### src/rtl/hilo_ctrl.sv
// HI/LO register pair and sequencer for the 32-cycle Booth multiplier.
// Optional macro HILO_BYPASS_EN forwards new HI/LO values combinationally.
module hilo_ctrl #(
  parameter int MULT_CYCLES = 32
) (
  input  logic        clk,
  input  logic        reset,
  input  logic        start,
  input  logic        mthi_wr,
  input  logic        mtlo_wr,
  input  logic [31:0] wdata,
  input  logic [31:0] mult_hi,
  input  logic [31:0] mult_lo,
  output logic        mult_resetlocal,
  output logic        busy,
  output logic        done,
  output logic [31:0] hi,
  output logic [31:0] lo
);

  typedef enum logic [1:0] {
    IDLE    = 2'd0,
    LOAD    = 2'd1,
    RUN     = 2'd2,
    CAPTURE = 2'd3
  } state_t;

  state_t      state_r;
  logic [5:0]  count_r;
  logic [31:0] hi_r;
  logic [31:0] lo_r;
  logic        done_r;
  logic        resetlocal_r;
  logic [31:0] hi_s;
  logic [31:0] lo_s;

  // Sequencer, iteration counter and architectural HI/LO registers.
  always_ff @(posedge clk) begin
    if (reset) begin
      state_r      <= IDLE;
      count_r      <= 6'd0;
      hi_r         <= 32'd0;
      lo_r         <= 32'd0;
      done_r       <= 1'b0;
      resetlocal_r <= 1'b0;
    end else begin
      done_r <= 1'b0;
      case (state_r)
        IDLE: begin
          if (mthi_wr) hi_r <= wdata;
          if (mtlo_wr) lo_r <= wdata;
          if (start) begin
            state_r      <= LOAD;
            resetlocal_r <= 1'b1;
          end
        end
        LOAD: begin
          state_r      <= RUN;
          count_r      <= 6'(MULT_CYCLES - 1);
          resetlocal_r <= 1'b0;
        end
        RUN: begin
          // The multiplier performs its last iteration on the edge where count hits zero.
          if (count_r == 6'd0) begin
            state_r <= CAPTURE;
          end else begin
            count_r <= count_r - 6'd1;
          end
        end
        CAPTURE: begin
          hi_r    <= mult_hi;
          lo_r    <= mult_lo;
          done_r  <= 1'b1;
          state_r <= IDLE;
        end
        default: begin
          state_r      <= IDLE;
          resetlocal_r <= 1'b0;
        end
      endcase
    end
  end

`ifdef HILO_BYPASS_EN
  // Forward the value about to be written so consumers see it this cycle.
  always_comb begin
    hi_s = hi_r;
    lo_s = lo_r;
    if (state_r == CAPTURE) begin
      hi_s = mult_hi;
      lo_s = mult_lo;
    end else if (state_r == IDLE) begin
      hi_s = mthi_wr ? wdata : hi_r;
      lo_s = mtlo_wr ? wdata : lo_r;
    end else begin
      hi_s = hi_r;
      lo_s = lo_r;
    end
  end
`else
  // HI/LO outputs come straight from the registers.
  always_comb begin
    hi_s = hi_r;
    lo_s = lo_r;
  end
`endif

  assign busy            = (state_r != IDLE);
  assign done            = done_r;
  assign mult_resetlocal = resetlocal_r;
  assign hi              = hi_s;
  assign lo              = lo_s;

endmodule

### config.mk
export PLATFORM = sky130hd
export DESIGN_NAME = hilo_ctrl
export DESIGN_NICKNAME = d
export VERILOG_FILES = /design/src/rtl/hilo_ctrl.sv
export SDC_FILE = /design/constraint.sdc
export NUM_CORES = 1
export LEC_CHECK = 0
export CAP_MARGIN = 0
export CORE_UTILIZATION = 40
export CTS_CLUSTER_DIAMETER = 40
export DETAILED_ROUTE_END_ITERATION = 8
export PLACE_DENSITY = 0.78
export SYNTH_ARGS = -nofsm -noshare
export SYNTH_HDL_FRONTEND = slang
export SYNTH_SLANG_ARGS = --single-unit
### constraint.sdc
create_clock -name clk -period 1.79 [get_ports clk]
set_input_delay 0.358 -clock clk [delete_from_list [all_inputs] [get_ports clk]]
set_output_delay 0.358 -clock clk [all_outputs]
set_load 0.03 [all_outputs]
==> impl_metrics.py, run 1 <==
metrics = {
    "global_routing": {
        "grt_pass1_vias": 2938,
        "antenna_found_initial": 0,
        "gr-total-overflow": 0,
        "track_usage_pct": 20.1,
        "grt_first_pass_wirelength_um": 13700,
        "grt_max_degree": 58,
    },
    "route": {
        "vias": 3319,
        "wl_met2_um": 4390,
        "via_per_inst": 5.11,
        "wirelength_um": 8860,
        "routed.top_layer": "met4",
        "drc": 0,
        "m1WireLength_um": 3730,
        "drtPass1Iterations": 4,
        "wl_per_cell_um": 13.6,
        "met3_length_um": 620,
        "ant_nets": 0,
        "drtIter0Drc": 54,
    },
    "logic_synthesis": {
        "yosysWarnings": 0,
        "ys_types": 30,
        "synthFlopType": "dfxtp_1",
        "yosysTopAreaCell": "dfxtp_1",
        "yosysMostFrequentCell": "dfxtp_1",
        "syn_nets": 492,
        "synth_area_sq_um": 3240,
        "ys_ff_latch": 74,
        "synthCells": 385,
        "synthTopCellsByCount": "dfxtp_1, nor2_1, a21oi_1",
        "synth_top_area_share_pct": 45.7,
        "synth_edf_count": 0,
        "synthTopCellsByArea": "dfxtp_1, a211oi_1, a21oi_1",
        "ys_seq_area_share_pct": 45.7,
        "synth_area_per_cell_sq_um": 8.42,
        "async_flop_share_pct": 0,
    },
    "status": {
        "run_status": "completed",
    },
    "clock_network": {
        "clk_latency_ps": 330,
        "cts_root_buf": "clkbuf_8",
        "clock-sinks": 74,
        "htreeDepth": 3,
        "cts.clk_slew.worst_paths_ps": 80,
        "clockBufferDepth": 2,
        "ctsHoldBuffers": 0,
        "cts_tree": "done",
        "cts_buffers": 9,
    },
    "critical_path": {
        "crit_path_end": "hi[26]",
        "r2r_cells": 7,
        "critPathLaunch": "hi[26]$_SDFFE_PP0P_",
        "slowest_delay_ps": 700,
        "r2r_start": "state_r[0]$_SDFFE_PP0P_",
        "setup.worst_path.end_class": "output port",
        "critPathLaunchType": "flop",
        "crit_cells": 1,
        "crit_slowest_cell": "clkdlybuf4s50_1",
        "r2r_end": "lo[13]$_SDFFE_PP0P_",
        "crit_required_ps": 1430,
        "crit_family": "buffers and inverters",
        "path_buf_inv": 1,
        "crit_chain": "clkdlybuf4s50_1",
        "cp_max_fo": 2,
        "rrSetupSlack_ps": 110,
        "crit_type": "reg -> out",
        "cp.arrival_ps": 1370,
    },
    "placement": {
        "place_area_sq_um": 5020,
        "gp_congestion": 0.788,
        "port_buffers": 167,
        "dp_hpwl_um": 6350,
    },
    "floorplan": {
        "die_area_sq_um": 8470,
        "die_w_um": 92.0,
        "pin_count": 168,
        "num_rows": 32,
        "coreArea_sq_um": 7770,
        "start_util_pct": 41.8,
        "fp.dieH_um": 92.0,
    },
    "sta": {
        "slew_violations": 0,
        "finalCritPeriodShare_pct": 96.6,
        "fmax_ghz": 0.578,
        "clock_skew_ps": 8.87,
        "period_needed_ps": 1730,
        "rsz0062_at_grt": "no",
        "setup_tns_ps": 0,
        "hold_viol_final": 0,
        "tightest_slew_ps": 438,
        "maxSlewHeadroom_pct": 70.8,
        "timing.hold.ws_ps": 496,
        "finalSetupViolations": 0,
    },
    "cells_and_area": {
        "drive_gt1_share_pct": 6.57,
        "final_area_sq_um": 5300,
        "antenna_cells": 0,
        "nFillCells": 631,
        "nets": 650,
        "area_delta_synth_final_pct": 63.4,
    },
    "worst_hold_path": {
        "hold_start": "lo[27]$_SDFFE_PP0P_",
        "hold_class": "reg -> reg",
    },
    "pwr": {
        "p_leak_uw": 0.00198,
        "ir_worst_vdd_uv": 725,
        "power_density_nw_per_um2": 1640,
    },
    "job": {
        "cap_violations": 0,
    },
}
[worst reg2reg max path: stages, from the launching register on]
cell      delay, ps
dfxtp_2         360
inv_1            70
ha_1            280
nand2b_1        220
nand2_2         150
buf_12          190
nor2_1           60
a211oi_1        250
[where the power goes]
part | switching, uW | internal, uW
clock | 611 | 1000
combinational | 2590 | 1930
sequential | 335 | 2230
[how the worst min path moves through the flow]
| stage | depth (start not counted) | slack (ps) | end |
|---|---|---|---|
| 3_5_place_dp | 2 | 490 | hi[4]$_SDFFE_PP0P_ |
| 6_report | 2 | 500 | lo[27]$_SDFFE_PP0P_ |
| 3_3_place_gp | 2 | 470 | mult_resetlocal$_SDFFE_PP0P_ |
| 4_1_cts | 2 | 500 | hi[4]$_SDFFE_PP0P_ |
| 5_1_grt | 2 | 520 | hi[30]$_SDFFE_PP0P_ |
| 2_1_floorplan | 2 | 470 | count_r[4]$_SDFFE_PP0P_ |
[flip-flops by register name (all words and copies together) (netlist names)]
register         cells
done                 1
count_r              6
lo                  32
mult_resetlocal      1
state_r              2
hi                  32
[stage by stage]
stage	total power (uW)	setup slack [ps]	utilization [%]	std cells
6_report	8700	60.4	68.2	650
5_1_grt	9240	2.36	68.2	650
4_1_cts	8700	36.1	67.8	649
3_5_place_dp	7070	93.1	64.6	633
3_3_place_gp	6940	198	64.6	633
2_1_floorplan	5300	283	-	385
[what timing repair did]
action	in CTS	in global routing
setup buffers	0	0
setup endpoints to repair	0	15
gates resized for setup	0	3
endpoints found under the hold margin	0	0
[layout by cell type, fill, tap and decap left out, types with 2 or more instances in the layout]
cell / instances
a211oi_1: 65
a21oi_1: 68
a311oi_1: 2
a31oi_1: 3
buf_12: 4
buf_4: 7
bufinv_16: 3
clkbuf_8: 11
clkdlybuf4s50_1: 164
dfxtp_1: 72
dfxtp_2: 2
ha_1: 5
inv_1: 5
nand2_1: 7
nand2_2: 2
nand2b_1: 4
nand3b_1: 2
nor2_1: 70
nor2b_1: 34
or3_1: 2
[area by class of cell]
class	count	area, sq um	share of cell area, %
tap	102	128	2.41
clock buffer	12	155	2.93
timing repair buffer	178	1820	34.3
clock inverter	4	97.6	1.84
sequential	74	1480	28.0
inverter	5	18.8	0.354
multi-input combinational	275	1600	30.2
[cell families (layout without fill, tap and decap cells)]
family / count (synthesis) / after routing / synth area share [%]
muxes: 1 / 1 / 0.309
buffers and inverters: 36 / 199 / 5.09
AOI/OAI and AO/OA: 143 / 143 / 28.1
adders and majority gates: 6 / 6 / 2.31
DFF: 74 / 74 / 45.7
and+or+nand+nor: 125 / 125 / 18.5
[metal layers]
layer	global-route usage, %	vias up
li1	-	1691
met4	6.12	0
met1	23.8	1517
met3	6.14	10
met2	34.7	101
met5	0	-
No activity file was read; power rests on OpenSTA's default activity.
==> run 2: changes to the inputs <==
ABC_AREA = 1   (was not set)
CORE_UTILIZATION = 39   (was 40)
PLACE_DENSITY = 0.77   (was 0.78)
==> impl_metrics.py, run 2 <==
metrics = {
    "clock_network": {
        "clk_latency_ps": 340,
        "cts_root_buf": "clkbuf_8",
        "cts_buffers": 9,
        "cts_setup_buffers": 0,
        "clockBufferDepth": 2,
        "clock-sinks": 74,
        "cts_tree": "done",
        "cts.clk_slew.worst_paths_ps": 80,
        "htreeDepth": 3,
    },
    "sta": {
        "finalCritPeriodShare_pct": 96.8,
        "clock_skew_ps": 9.19,
        "fmax_ghz": 0.577,
        "timing.final.ws_setup_ps": 56.4,
        "setup_tns_ps": 0,
        "slew_violations": 0,
        "finalSetupViolations": 0,
        "tightest_slew_ps": 432,
        "period_needed_ps": 1730,
        "maxSlewHeadroom_pct": 71.2,
        "rsz0062_at_grt": "no",
        "hold_viol_final": 0,
        "timing.hold.ws_ps": 489,
    },
    "cells_and_area": {
        "finalNonFillerCells": 670,
        "antenna_cells": 0,
        "nFillCells": 678,
        "final_area_sq_um": 5130,
        "drive_gt1_share_pct": 7.39,
        "mostFrequentLayoutCell": "clkdlybuf4s50_1",
        "final_cell_mix": "clkdlybuf4s50_1, nand2_1, dfxtp_1, a31oi_1, o21ai_1",
        "area_delta_synth_final_pct": 62.2,
        "nets": 671,
    },
    "global_routing": {
        "track_usage_pct": 23.6,
        "grt_first_pass_wirelength_um": 15800,
        "gr-total-overflow": 0,
        "antenna_found_initial": 0,
        "grt_max_degree": 39,
        "grt_pass1_vias": 3424,
    },
    "critical_path": {
        "critPathLaunchType": "flop",
        "slowest_delay_ps": 700,
        "r2r_start": "state_r[0]$_SDFFE_PP0P_",
        "r2r_cells": 9,
        "r2r_end": "lo[10]$_SDFFE_PP0P_",
        "crit_slowest_cell": "clkdlybuf4s50_1",
        "setup.worst_path.end_class": "output port",
        "crit_type": "reg -> out",
        "rrSetupSlack_ps": 190,
        "crit_required_ps": 1430,
        "path_buf_inv": 1,
        "cp_max_fo": 2,
        "cp.arrival_ps": 1380,
        "crit_chain": "clkdlybuf4s50_1",
        "crit_family": "buffers and inverters",
    },
    "placement": {
        "dp_hpwl_um": 6970,
        "place_ws_ps": 41.6,
        "place_area_sq_um": 4950,
        "gp_congestion": 0.844,
        "port_buffers": 167,
        "placed_cells": 655,
    },
    "worst_hold_path": {
        "hold_start": "mult_resetlocal$_SDFFE_PP0P_",
        "whs_path_depth": 2,
        "hold_class": "reg -> reg",
        "min_to": "mult_resetlocal$_SDFFE_PP0P_",
    },
    "route": {
        "ant_nets": 0,
        "via_per_inst": 5.24,
        "wl_per_cell_um": 14.5,
        "drc": 0,
        "vias": 3510,
        "drtIter0Drc": 143,
        "drtPass1Iterations": 4,
        "wirelength_um": 9730,
    },
    "floorplan": {
        "start_util_pct": 40.7,
        "fp.dieH_um": 92.0,
        "coreArea_sq_um": 7770,
        "die_area_sq_um": 8470,
        "die_w_um": 92.0,
        "num_rows": 32,
        "pin_count": 168,
    },
    "logic_synthesis": {
        "synthTopCellsByCount": "nand2_1, dfxtp_1, a31oi_1",
        "ys_types": 25,
        "synthTopCellsByArea": "dfxtp_1, nand2_1, a31oi_1",
        "ys_seq_area_share_pct": 46.9,
        "synthFlopType": "dfxtp_1",
        "yosysTopAreaCell": "dfxtp_1",
        "synth_compound_area_share_pct": 25.5,
        "synth_fa_ha_area_share_pct": 2.37,
        "synthCells": 403,
        "yosysWarnings": 0,
        "synth_top_family_by_area": "compound AO/OA/AOI/OAI gates",
        "synth_edf_count": 0,
        "muxShareOfSynthArea_pct": 0,
        "synth_area_sq_um": 3160,
        "synth_area_per_cell_sq_um": 7.85,
        "synth_xor_xnor_area_share_pct": 0,
        "syn_nets": 510,
        "yosysMostFrequentCell": "nand2_1",
        "async_flop_share_pct": 0,
        "ys_ff_latch": 74,
        "synth_top_area_share_pct": 46.9,
        "synthSimpleGateAreaFrac_pct": 18.1,
    },
    "job": {
        "cap_violations": 0,
    },
    "status": {
        "run_status": "completed",
    },
    "pwr": {
        "p_leak_uw": 0.00196,
        "power_density_nw_per_um2": 1640,
        "ir_worst_vdd_uv": 734,
    },
}
run 2: cell count changes in the layout (fill, tap and decap cells not counted), sizes merged, moves of 3 or more:
cell    change
nand3       +6
a211oi     -66
nand2b      -4
inv         +6
nor2       -56
bufinv      -3
nand2     +107
a21oi      -60
o21ai      +70
nor2b      -34
a31oi      +61
or2         +3
run 2: worst max-delay path by stage:
stage | endpoint | from | cells past startpoint | slack (ps)
2_1_floorplan | hi[0]$_SDFFE_PP0P_ | state_r[0]$_SDFFE_PP0P_ | 7 | 360
3_3_place_gp | busy | state_r[0]$_SDFFE_PP0P_ | 4 | 90
3_5_place_dp | busy | state_r[0]$_SDFFE_PP0P_ | 4 | 40
4_1_cts | busy | state_r[0]$_SDFFE_PP0P_ | 4 | 30
5_1_grt | lo[11] | lo[11]$_SDFFE_PP0P_ | 1 | 0.4
6_report | hi[23] | hi[23]$_SDFFE_PP0P_ | 1 | 60
run 2: through the flow:
stage          utilization, %  total power, uW
2_1_floorplan               -             5450
6_report                 66.0             8390
5_1_grt                  66.0             8950
3_5_place_dp             63.7             7230
3_3_place_gp             63.7             7110
4_1_cts                  66.1             8460
run 2: cell families (layout without fill, tap and decap cells):
| family | Yosys count | count (layout) |
|---|---|---|
| AOI/OAI and AO/OA | 142 | 142 |
| and+or+nand+nor | 140 | 140 |
| DFF | 74 | 74 |
| buffers and inverters | 41 | 206 |
| adders and majority gates | 6 | 6 |
run 2: layer usage:
metal / part of all wire (%) / up-vias / GRT usage [%] / wire (um)
met2: 49 / 138 / 40.1 / 4790
met5: 0 / - / 0 / 0
met3: 7.2 / 17 / 6.63 / 697
met4: 1.6 / 0 / 7.81 / 159
li1: - / 1728 / - / -
met1: 42 / 1627 / 28.6 / 4080
run 2: power by group:
part | internal (uW) | switching, uW | leakage [uW]
clock | 569 | 627 | 0.0000834
combinational | 1890 | 2750 | 0.00126
sequential | 2230 | 324 | 0.000612
total | 4690 | 3700 | 0.00196
run 2: final cells by class:
class | count | area [sq um] | share of cell area, %
clock buffers | 11 | 151 | 2.95
clock inverters | 4 | 27.5 | 0.537
inverters | 11 | 41.3 | 0.805
multi-input cells | 288 | 1460 | 28.4
flip-flops and latches | 74 | 1480 | 28.9
well taps | 102 | 128 | 2.49
repair buffers | 180 | 1840 | 36.0
run 2: timing repair:
action / CTS / global route
cloned: 0 / 0
hold buffers: 0 / 0
endpoints found under the setup margin: 1 / 3
gates resized for setup: 3 / 4
pin swaps: 0 / 0
